==> src/rtl/t03_player_1_motion_if.sv <==
// Player-1 motion bus: VGA counters and buttons in, sprite offset and status out.
// master drives the counters and buttons; slave is the motion block.
interface t03_player_1_motion_if;
    logic [10:0] Hcnt;
    logic [10:0] Vcnt;
    logic        btn_left;
    logic        btn_right;
    logic        btn_jump;
    logic        enable;
    logic [10:0] x;
    logic [10:0] y;
    logic        facing;
    logic [1:0]  state;
    logic        frame_tick;

    modport master (
        output Hcnt, Vcnt, btn_left, btn_right, btn_jump, enable,
        input  x, y, facing, state, frame_tick
    );

    modport slave (
        input  Hcnt, Vcnt, btn_left, btn_right, btn_jump, enable,
        output x, y, facing, state, frame_tick
    );
endinterface

==> src/rtl/t03_player_1_motion.sv <==
// Player-1 sprite motion: walking, jump/gravity FSM and screen clamping,
// updated once per frame on the first blanking line.
module t03_player_1_motion #(
    parameter logic [10:0] TICK_LINE  = 11'd481,
    parameter logic [10:0] X_START    = 11'd100,
    parameter logic [10:0] X_MAX      = 11'd580,
    parameter logic [10:0] GROUND_Y   = 11'd300,
    parameter logic [10:0] Y_MIN      = 11'd0,
    parameter logic [3:0]  WALK_SPEED = 4'd3,
    parameter logic [4:0]  JUMP_V     = 5'd12,
    parameter logic [2:0]  GRAVITY    = 3'd1,
    parameter logic [4:0]  MAX_FALL   = 5'd12
) (
    input logic clk,
    input logic rst,
    t03_player_1_motion_if.slave bus
);

    localparam logic signed [11:0] WALK_S   = {8'd0, WALK_SPEED};
    localparam logic signed [11:0] JUMP_S   = {7'd0, JUMP_V};
    localparam logic signed [11:0] X_MAX_S  = {1'b0, X_MAX};
    localparam logic signed [11:0] GROUND_S = {1'b0, GROUND_Y};
    localparam logic signed [11:0] Y_MIN_S  = {1'b0, Y_MIN};
    localparam logic signed [5:0]  VY_JUMP  = -$signed({1'b0, JUMP_V});
    localparam logic signed [6:0]  GRAV_S   = {4'd0, GRAVITY};
    localparam logic signed [6:0]  FALL_S   = {2'd0, MAX_FALL};

    typedef enum logic [1:0] {
        IDLE = 2'd0,
        WALK = 2'd1,
        JUMP = 2'd2,
        FALL = 2'd3
    } state_t;

    function automatic logic [10:0] clamp_x(input logic signed [11:0] v);
        logic [10:0] r;
        if (v < 12'sd0)
            r = 11'd0;
        else if (v > X_MAX_S)
            r = X_MAX;
        else
            r = v[10:0];
        return r;
    endfunction

    function automatic logic signed [5:0] sat_fall(input logic signed [6:0] v);
        logic signed [5:0] r;
        if (v > FALL_S)
            r = FALL_S[5:0];
        else
            r = v[5:0];
        return r;
    endfunction

    logic              left_p0, left_p1;
    logic              right_p0, right_p1;
    logic              jump_p0, jump_p1, jump_p2;
    logic              jump_pending;
    logic              update;
    state_t            st;
    logic [10:0]       x_q, y_q;
    logic signed [5:0] vy_q;
    logic              facing_q;
    logic              tick_q;

    logic              lonly, ronly;
    logic [10:0]       x_walk;
    logic              facing_walk;
    state_t            ground_st;
    logic signed [6:0] vy_sum;
    logic signed [5:0] vy_fall;
    logic signed [11:0] y_fall;
    logic signed [11:0] y_up;

    assign update = (bus.Vcnt == TICK_LINE) && (bus.Hcnt == 11'd0);

    always_comb begin
        lonly       = left_p1 & ~right_p1;
        ronly       = right_p1 & ~left_p1;
        x_walk      = x_q;
        facing_walk = facing_q;
        if (lonly) begin
            x_walk      = clamp_x($signed({1'b0, x_q}) - WALK_S);
            facing_walk = 1'b1;
        end else if (ronly) begin
            x_walk      = clamp_x($signed({1'b0, x_q}) + WALK_S);
            facing_walk = 1'b0;
        end
        ground_st = (lonly | ronly) ? WALK : IDLE;
        vy_sum    = 7'(vy_q) + GRAV_S;
        vy_fall   = sat_fall(vy_sum);
        y_fall    = $signed({1'b0, y_q}) + 12'(vy_fall);
        y_up      = $signed({1'b0, y_q}) - JUMP_S;
    end

    always_ff @(posedge clk or posedge rst) begin
        if (rst) begin
            left_p0      <= 1'b0;
            left_p1      <= 1'b0;
            right_p0     <= 1'b0;
            right_p1     <= 1'b0;
            jump_p0      <= 1'b0;
            jump_p1      <= 1'b0;
            jump_p2      <= 1'b0;
            jump_pending <= 1'b0;
            st           <= IDLE;
            x_q          <= X_START;
            y_q          <= GROUND_Y;
            vy_q         <= '0;
            facing_q     <= 1'b0;
            tick_q       <= 1'b0;
        end else begin
            // p0/p1: button synchronizers; p2 holds the previous jump level for edge detect
            left_p0  <= bus.btn_left;
            left_p1  <= left_p0;
            right_p0 <= bus.btn_right;
            right_p1 <= right_p0;
            jump_p0  <= bus.btn_jump;
            jump_p1  <= jump_p0;
            jump_p2  <= jump_p1;
            tick_q   <= update;

            // A latched press is consumed (or discarded) by every update, enabled or not
            if (update)
                jump_pending <= 1'b0;
            else if (jump_p1 & ~jump_p2)
                jump_pending <= 1'b1;

            if (update && bus.enable) begin
                x_q      <= x_walk;
                facing_q <= facing_walk;
                case (st)
                    IDLE, WALK: begin
                        if (jump_pending) begin
                            vy_q <= VY_JUMP;
                            y_q  <= y_up[10:0];
                            st   <= JUMP;
                        end else begin
                            y_q <= GROUND_Y;
                            st  <= ground_st;
                        end
                    end
                    default: begin
                        if (y_fall >= GROUND_S) begin
                            y_q  <= GROUND_Y;
                            vy_q <= '0;
                            st   <= ground_st;
                        end else if (y_fall < Y_MIN_S) begin
                            y_q  <= Y_MIN;
                            vy_q <= '0;
                            st   <= FALL;
                        end else begin
                            y_q  <= y_fall[10:0];
                            vy_q <= vy_fall;
                            st   <= (vy_fall < 6'sd0) ? JUMP : FALL;
                        end
                    end
                endcase
            end
        end
    end

    assign bus.x          = x_q;
    assign bus.y          = y_q;
    assign bus.facing     = facing_q;
    assign bus.state      = st;
    assign bus.frame_tick = tick_q;

endmodule

==> src/flat_wrapper.sv <==
// flat-port wrapper written by rule: the top's interface ports become plain ports
module t03_player_1_motion_flat 
#(
    parameter logic [10:0] TICK_LINE  = 11'd481,
    parameter logic [10:0] X_START    = 11'd100,
    parameter logic [10:0] X_MAX      = 11'd580,
    parameter logic [10:0] GROUND_Y   = 11'd300,
    parameter logic [10:0] Y_MIN      = 11'd0,
    parameter logic [3:0]  WALK_SPEED = 4'd3,
    parameter logic [4:0]  JUMP_V     = 5'd12,
    parameter logic [2:0]  GRAVITY    = 3'd1,
    parameter logic [4:0]  MAX_FALL   = 5'd12
)
  (clk, rst, bus_Hcnt, bus_Vcnt, bus_btn_left, bus_btn_right, bus_btn_jump, bus_enable, bus_x, bus_y, bus_facing, bus_state, bus_frame_tick);
  t03_player_1_motion_if bus_i ();
  input logic clk;
  input logic rst;
  input wire logic [$bits(bus_i.Hcnt)-1:0] bus_Hcnt;
  input wire logic [$bits(bus_i.Vcnt)-1:0] bus_Vcnt;
  input wire logic [$bits(bus_i.btn_left)-1:0] bus_btn_left;
  input wire logic [$bits(bus_i.btn_right)-1:0] bus_btn_right;
  input wire logic [$bits(bus_i.btn_jump)-1:0] bus_btn_jump;
  input wire logic [$bits(bus_i.enable)-1:0] bus_enable;
  output wire logic [$bits(bus_i.x)-1:0] bus_x;
  output wire logic [$bits(bus_i.y)-1:0] bus_y;
  output wire logic [$bits(bus_i.facing)-1:0] bus_facing;
  output wire logic [$bits(bus_i.state)-1:0] bus_state;
  output wire logic [$bits(bus_i.frame_tick)-1:0] bus_frame_tick;
  assign bus_i.Hcnt = bus_Hcnt;
  assign bus_i.Vcnt = bus_Vcnt;
  assign bus_i.btn_left = bus_btn_left;
  assign bus_i.btn_right = bus_btn_right;
  assign bus_i.btn_jump = bus_btn_jump;
  assign bus_i.enable = bus_enable;
  assign bus_x = bus_i.x;
  assign bus_y = bus_i.y;
  assign bus_facing = bus_i.facing;
  assign bus_state = bus_i.state;
  assign bus_frame_tick = bus_i.frame_tick;
  t03_player_1_motion #(.TICK_LINE(TICK_LINE), .X_START(X_START), .X_MAX(X_MAX), .GROUND_Y(GROUND_Y), .Y_MIN(Y_MIN), .WALK_SPEED(WALK_SPEED), .JUMP_V(JUMP_V), .GRAVITY(GRAVITY), .MAX_FALL(MAX_FALL)) u_core (.clk(clk), .rst(rst), .bus(bus_i));
endmodule
==> config.mk <==
export PLATFORM = sky130hd
export DESIGN_NAME = t03_player_1_motion_flat
export DESIGN_NICKNAME = d
export VERILOG_FILES = /design/src/rtl/t03_player_1_motion_if.sv /design/src/rtl/t03_player_1_motion.sv /design/src/flat_wrapper.sv
export SDC_FILE = /design/constraint.sdc
export NUM_CORES = 1
export LEC_CHECK = 0
export CELL_PAD_IN_SITES_DETAIL_PLACEMENT = 1
export CELL_PAD_IN_SITES_GLOBAL_PLACEMENT = 1
export CORE_ASPECT_RATIO = 1.75
export CORE_MARGIN = 2
export CORE_UTILIZATION = 43
export CTS_CLUSTER_DIAMETER = 150
export CTS_CLUSTER_SIZE = 28
export DETAILED_ROUTE_END_ITERATION = 12
export GPL_ROUTABILITY_DRIVEN = 0
export PLACE_DENSITY = 0.95
export SLEW_MARGIN = 20
export SYNTH_ARGS = -nofsm -noshare
export SYNTH_HDL_FRONTEND = slang
export SYNTH_SLANG_ARGS = --single-unit
==> constraint.sdc <==
create_clock -name clk -period 7.2 [get_ports clk]
set_clock_uncertainty 0.05 [all_clocks]
set_input_delay 0.72 -clock clk [delete_from_list [all_inputs] [get_ports clk]]
set_output_delay 0.72 -clock clk [all_outputs]
set_load 0.005 [all_outputs]
==> metrics.md, run 1 <==
| Metric | Value |
|---|---|
| Max frequency | `204 MHz` |
| Detailed-route wire length | `10800 um` |
| Die width | `70.5 um` |
| Setup TNS | `0 ps` |
| Final antenna-violating net count | `0` |
| Met1 wire length | `3850 um` |
| Max-cap viol count | `0` |
| Initial Util | `44.3%` |
| Fillers | `930` |
| Core ar. | `7510 um2` |
| Critical path required time | `7320 ps` |
| Met2 WL | `6000 um` |
| # port buffers | `53` |
| IO Count | `54` |
| Reg-to-reg endpoint | `u_core.bus.state[0]` |
| Root Buffer | `clkbuf_16` |
| CP Class | `reg -> reg` |
| Largest net degree at the start of global routing | `41` |
| First-pass DRT Iterations | `4` |
| Post_cts resized | `0` |
| Initial antenna violation count | `0` |
| Clock buffer depth | `2` |
| HP Class | `reg -> reg` |
| HPWL Detailed | `8400 um` |
| Register bit total from synthesis | `40` |
| TritonCTS Buffers | `5` |
| Fin area | `4070 um2` |
| Drt drc | `0` |
| Final #Nets | `501` |
| Tmin final | `4910 ps` |
| Slowest CP cell | `or4b_2` |
| Share of the synthesized area in the top cell type | `24.8%` |
| Crit path cell chain | `ha_1 > nand3_1 > or4b_2 > o211ai_1 > nor2b_1 > ha_1 > inv_1 > fa_1 > and4b_1 > or3_4 > nand4b_1 > o2111a_1 > nor2b_1 > a221oi_2 > nor3_1 > or3_1 > a211o_1` |
| FF-to-FF path depth | `17` |
| WHS Path Cells | `0` |
| Total GRT Usage | `26.4%` |
| DR vias/cell | `6.31` |
| Primary FF master, synth | `dfrtp_1` |
| Maximum vdd drop | `80.6 uV` |
| Syn. warnings | `0` |
| Leak | `1.68 nW` |
| Critical path capture point type | `flip-flop` |
| Pwr dens | `128 nW/um2` |
| Vias in the first global route | `3641` |
| Start point of the worst hold path | `u_core.right_p0` |
| Die Y | `120 um` |
| Worst skew pair latency | `290 ps` |
| Crit-path max FO | `6` |
| Worst r2r src | `u_core.vy_q[0]` |
| Mean post-synth cell area | `8.00 um2` |
| Outcome | `finished clean` |
| DR top layer | `met4` |
| R2R setup slack | `2290 ps` |
| Ys async rst share | `100%` |
| Unrepaired setup endpoints after global routing | `no` |
| Post-synthesis sequential area ratio | `30.3%` |
| Synth Cell Area | `3330 um2` |
| Mapped Cells | `416` |
| Clock-pin slew on the worst setup and hold paths | `60 ps` |
| Crit path launch type | `flip-flop` |
| Hold endpoint | `u_core.right_p1` |
| Post-Place Cell Area | `3900 um2` |
| Met3 WL post-DR | `349 um` |
| Vias | `3451` |
| First-pass GRT wire length | `17700 um` |
| Final setup vio count | `0` |
| Share of cells above drive strength 1 | `7.19%` |
| Post-CTS Setup Bufs | `0` |
| DR WL/cell | `19.8 um` |
| TritonCTS clock tree | `yes` |
| Syn-to-layout area delta | `22.2%` |
| Net count after synthesis | `459` |
| DR iter-0 viols | `222` |
| Period utilisation layout | `68.2%` |
| Unique cell type count in the Yosys netlist | `69` |
| Slowest stage delay, CP | `640 ps` |
| Crit path DAT | `5030 ps` |
| Number of flops mapped to enable cells by yosys | `0` |
| Htree depth | `2` |
| Antenna Diode Count | `0` |
| Hold Violations, Final | `0` |
| Total grt overflow | `0` |
| Slew margin rel. | `38.6%` |
| Synth area leaders | `dfrtp_1, dfstp_2, ha_1, nor2_1, nand2_1` |
| Sink Count | `40` |
| Worst slew pin tran | `918 ps` |
| CTS Hold Bufs | `0` |
| Slew Limit Fails | `0` |
| Die area | `8490 um2` |
| Cell taking the most area after synthesis | `dfrtp_1` |
| FP Rows | `42` |
## power breakdown
part           internal [mW]  switching (mW)  leakage [nW]
sequential             0.227        0.000812         0.491
clock                  0.165           0.101        0.0804
combinational         0.0157          0.0119          1.11
## cell families (layout without fill, tap and decap cells)
| group | Yosys count | in the layout | synth area share [%] |
|---|---|---|---|
| AND/OR/NAND/NOR | 179 | 179 | 28.1 |
| AO/OA/AOI/OAI | 126 | 126 | 25.3 |
| flip-flops | 40 | 40 | 30.3 |
| buffers and inverters | 33 | 76 | 4.02 |
| XOR/XNOR | 21 | 21 | 5.75 |
| adder cells (fa/ha/maj) | 15 | 15 | 5.86 |
| multiplexers | 2 | 2 | 0.639 |
## sequential cells by signal (all words and copies together) (netlist names)
register,cells
u_core.jump_p0,1
u_core.left_p0,1
u_core.vy_q,6
u_core.bus.y,11
u_core.bus.frame_tick,1
u_core.bus.facing,1
u_core.bus.x,11
u_core.jump_p2,1
u_core.right_p1,1
u_core.bus.state,2
u_core.jump_pending,1
u_core.right_p0,1
u_core.left_p1,1
u_core.jump_p1,1
## cell usage in the layout (no fill, tap or decap), types with 10 or more instances in the layout
master and n:
a21oi_1 30, nand2b_1 10, o21ai_0 28, nor3_1 11, a31oi_1 12, ha_1 14
and2_1 10, nor2_1 45, clkdlybuf4s50_1 53, nand2_1 42, nand3_1 12, dfrtp_1 33
inv_1 14, xnor2_1 11
## cell usage after synthesis, types with 4 or more instances
master	instances
or3_1	9
buf_2	8
a21oi_1	30
a211o_1	5
nor3_1	11
inv_1	14
nor2b_1	7
dfstp_2	7
a31oi_1	12
nor2_1	45
nand2b_1	10
clkbuf_1	10
nor4_1	4
xor2_1	9
o211ai_1	4
a22o_1	5
and2_1	10
ha_1	14
nand2_1	42
xnor2_1	11
dfrtp_1	33
o21a_1	4
and3_1	5
nand3_1	12
o22ai_1	4
o21ai_0	28
## per-layer routing
| metal | GRT usage [%] | vias to the layer above |
|---|---|---|
| met1 | 26.2 | 1709 |
| met5 | 0 | - |
| met3 | 3.58 | 47 |
| li1 | - | 1599 |
| met2 | 50.1 | 96 |
| met4 | 16.1 | 0 |
## stage by stage
stage / hold slack [ps] / power [mW] / setup WS, ps / instances / util [%]
finish: 308 / 0.521 / 2290 / 547 / 54.1
floorplan: 281 / 0.240 / 2840 / 416 / -
detailed placement: 293 / 0.260 / 2330 / 539 / 51.8
global route: 322 / 0.531 / 2010 / 547 / 54.1
CTS: 315 / 0.523 / 2310 / 547 / 54.1
global placement: 288 / 0.259 / 2630 / 539 / 51.8
## final cells by class
class | instances | area, um2 | area share, %
Clock buffer | 5 | 125 | 3.08
Clock inverter | 3 | 46.3 | 1.14
Inverter | 14 | 52.6 | 1.29
Multi-Input combinational cell | 343 | 2190 | 53.7
Sequential cell | 40 | 1010 | 24.8
Tap cell | 88 | 110 | 2.71
Timing Repair Buffer | 54 | 538 | 13.2
## worst max-delay path by stage
| stage | from | end | cells past startpoint |
|---|---|---|---|
| floorplan | u_core.vy_q[0] | u_core.bus.state[0] | 18 |
| global placement | u_core.vy_q[0] | u_core.bus.state[0] | 17 |
| detailed placement | u_core.vy_q[0] | u_core.bus.state[0] | 17 |
| CTS | u_core.vy_q[0] | u_core.bus.state[0] | 17 |
| global route | u_core.vy_q[0] | u_core.bus.state[0] | 17 |
| finish | u_core.vy_q[0] | u_core.bus.state[0] | 17 |
## worst max-delay path: cells and delay by family, from the launching register on
family	cells	cell delay [ps]
flops	1	430
buf+inv	1	60
simple gates	9	2370
compound gates	4	1040
fa+ha+maj	3	860
(Power assumes the default switching activity.)
==> run 2, diff against run 1 <==
- CORE_UTILIZATION: 43 -> 36
- PLACE_DENSITY: 0.95 -> 0.88
- clock period: 7.2 -> 4.33 ns (I/O delays scaled with it)
==> run 2 against run 1 <==
Effect of this change:
- the run now ends with negative setup slack left
- global-route usage shrank 2.1 points
- count of clock-buffer cells in the layout did not move
- sequential share of layout area shrank 3.0 points
- die area increased by 19%
- sequential power up 66%
- critical path depth grew 3
- routed wire length increased by 17%
- worst setup slack worse by 2400 ps
- non-clock buffer count rose by 31
==> metrics.md, run 2 (synthesis gave the netlist of run 1 again) <==
| Metric | Value |
|---|---|
| Outcome | `complete, but fails checks (was finished clean)` |
| Failing checks | `negative setup slack` |
| Most common cell after layout, fill and taps aside | `clkdlybuf4s50_1 (unchanged)` |
| Max-cap viol count | `0 (unchanged)` |
| Clock-pin slew on the worst setup and hold paths | `70 ps (was 60 ps)` |
| DR WL/cell | `20.7 um (was 19.8 um)` |
| Core ar. | `9040 um2 (was 7510 um2)` |
| Pre-CTS WS | `-169 ps (was 2330 ps)` |
| HP Class | `reg -> reg (unchanged)` |
| Clock share of power | `51.4% (was 51.0%)` |
| Initial Util | `36.8% (was 44.3%)` |
| First-pass DRT Iterations | `4 (unchanged)` |
| Root Buffer | `clkbuf_16 (unchanged)` |
| First-pass GRT wire length | `19700 um (was 17700 um)` |
| Critical path capture point type | `flip-flop (unchanged)` |
| Share of power burned in registers | `43.4% (was 43.7%)` |
| Internal power | `678 uW (was 407 uW)` |
| Worst skew pair latency | `300 ps (was 290 ps)` |
| Htree depth | `2 (unchanged)` |
| Total GRT Usage | `24.3% (was 26.4%)` |
| Final Util | `51.1% (was 54.1%)` |
| Multi-input gate area | `2460 um2 (was 2190 um2)` |
| Slew margin rel. | `47.6% (was 38.6%)` |
| TritonCTS clock tree | `yes (unchanged)` |
| Drt drc | `0 (unchanged)` |
| P_sw | `195 uW (was 113 uW)` |
| Pwr dens | `189 nW/um2 (was 128 nW/um2)` |
| Leak | `1.89 nW (was 1.68 nW)` |
| Hold_ws | `305 ps (was 308 ps)` |
| WHS Path Cells | `0 (unchanged)` |
| Detailed-route wire length | `12600 um (was 10800 um)` |
| Max frequency | `227 MHz (was 204 MHz)` |
| Maximum vdd drop | `145 uV (was 80.6 uV)` |
| Vias | `3623 (was 3451)` |
| Unrepaired setup endpoints after global routing | `yes (was no)` |
| Syn-to-layout area delta | `38.8% (was 22.2%)` |
| Tmin final | `4400 ps (was 4910 ps)` |
| CTS Hold Bufs | `0 (unchanged)` |
| Gate power share | `5.3% (about the same)` |
| Total grt overflow | `0 (unchanged)` |
| Critical path required time | `4470 ps (was 7320 ps)` |
| Crit path launch type | `flip-flop (unchanged)` |
| IO Count | `54 (unchanged)` |
| Period utilisation layout | `102% (was 68.2%)` |
| TritonCTS Buffers | `5 (unchanged)` |
| DR vias/cell | `5.94 (was 6.31)` |
| Antenna Diode Count | `0 (unchanged)` |
| HPWL Detailed | `8870 um (was 8400 um)` |
| Slew Limit Fails | `0 (unchanged)` |
| Final antenna-violating net count | `0 (unchanged)` |
| FP Rows | `46 (was 42)` |
| FF-to-FF path depth | `20 (was 17)` |
| Vias in the first global route | `3967 (was 3641)` |
| Clock buffer depth | `2 (unchanged)` |
| Final setup vio count | `8 (was 0)` |
| Crit-path max FO | `3 (was 6)` |
| Final cell count without fillers | `610 (was 547)` |
| Final setup margin | `-67.5 ps (was 2290 ps)` |
| Switching share of power | `22.4% (was 21.8%)` |
| Worst slew pin tran | `776 ps (was 918 ps)` |
| Sink Count | `40 (unchanged)` |
| CP Class | `reg -> reg (unchanged)` |
| Crit path DAT | `4530 ps (was 5030 ps)` |
| Largest net degree at the start of global routing | `41 (unchanged)` |
| Hold Violations, Final | `0 (unchanged)` |
| Share of cells above drive strength 1 | `22.0% (was 7.19%)` |
| DR iter-0 viols | `122 (was 222)` |
| Die width | `76.7 um (was 70.5 um)` |
| Die area | `10100 um2 (was 8490 um2)` |
| Initial antenna violation count | `0 (unchanged)` |
| Total area of sequential cells | `1010 um2 (unchanged)` |
| # port buffers | `53 (unchanged)` |
| Die Y | `131 um (was 120 um)` |
| Final #Nets | `532 (was 501)` |
| Inst Count DP | `590 (was 539)` |
| Most frequent cells in the layout | `clkdlybuf4s50_1, nor2_1, nand2_1 (unchanged)` |
| Fillers | `1098 (was 930)` |
[run 2: power by group through the flow]
stage	combinational [mW]	clock (mW)	sequential [mW]
finish	0.0461	0.448	0.378
floorplan	0.0146	0	0.385
detailed placement	0.0462	0	0.385
CTS	0.0468	0.449	0.378
global placement	0.0447	0	0.385
global route	0.0499	0.459	0.378
[run 2: path summary, 6_finish.rpt]
kind	from	end	slack, ps
max	u_core.vy_q[1]	u_core.bus.state[0]	-70
min	u_core.right_p0	u_core.right_p1	310
max reg2reg	u_core.vy_q[1]	u_core.bus.state[0]	-70
min reg2reg	u_core.right_p0	u_core.right_p1	310
max in group asynchronous	rst	u_core.bus.x[5]	3330
min in group asynchronous	rst	u_core.bus.x[3]	520
[run 2: final cells by class]
type	instances	area share, %
inverter	14	1.14
sequential	40	21.9
clock inverter	3	1.00
tap	120	3.25
multi-input combinational	343	53.2
timing repair buffer	85	16.8
clock buffer	5	2.71
[run 2: what timing repair did]
action,CTS,global route
buffers inserted,10,2
resized for setup,18,41
pin swaps,11,17
setup endpoints to repair,15,17
[run 2: worst max-delay path, stage by stage, from the launching register on]
cell and delay, ps:
dfrtp_1 390, ha_4 180, nand2b_4 150, o21ai_2 60
a22oi_2 190, o21a_1 170, nor2_1 50, o211ai_1 250
nor2b_4 250, ha_4 150, inv_2 40, fa_2 350
nand2b_1 190, a21oi_2 220, xnor2_2 160, a31oi_2 180
o221ai_2 160, a221oi_4 360, nor3_2 80, or3_4 390
a211o_1 270
[run 2: stage by stage]
stage	instance area [um2]	power (mW)	TNS (ps)
2_1_floorplan	3340	0.399	0
3_3_place_gp	4090	0.430	0
3_5_place_dp	4090	0.431	-1020
4_1_cts	4400	0.874	-379
5_1_grt	4620	0.888	-2910
6_report	4620	0.873	-188
[run 2: routing by layer]
metal  part of all wire (%)  track usage, %  vias up
met5                      0               0        -
met4                    4.9            13.9        0
met3                    2.9            2.82       43
met2                     59            47.9      107
met1                     33            23.3     1814
li1                       -               -     1659
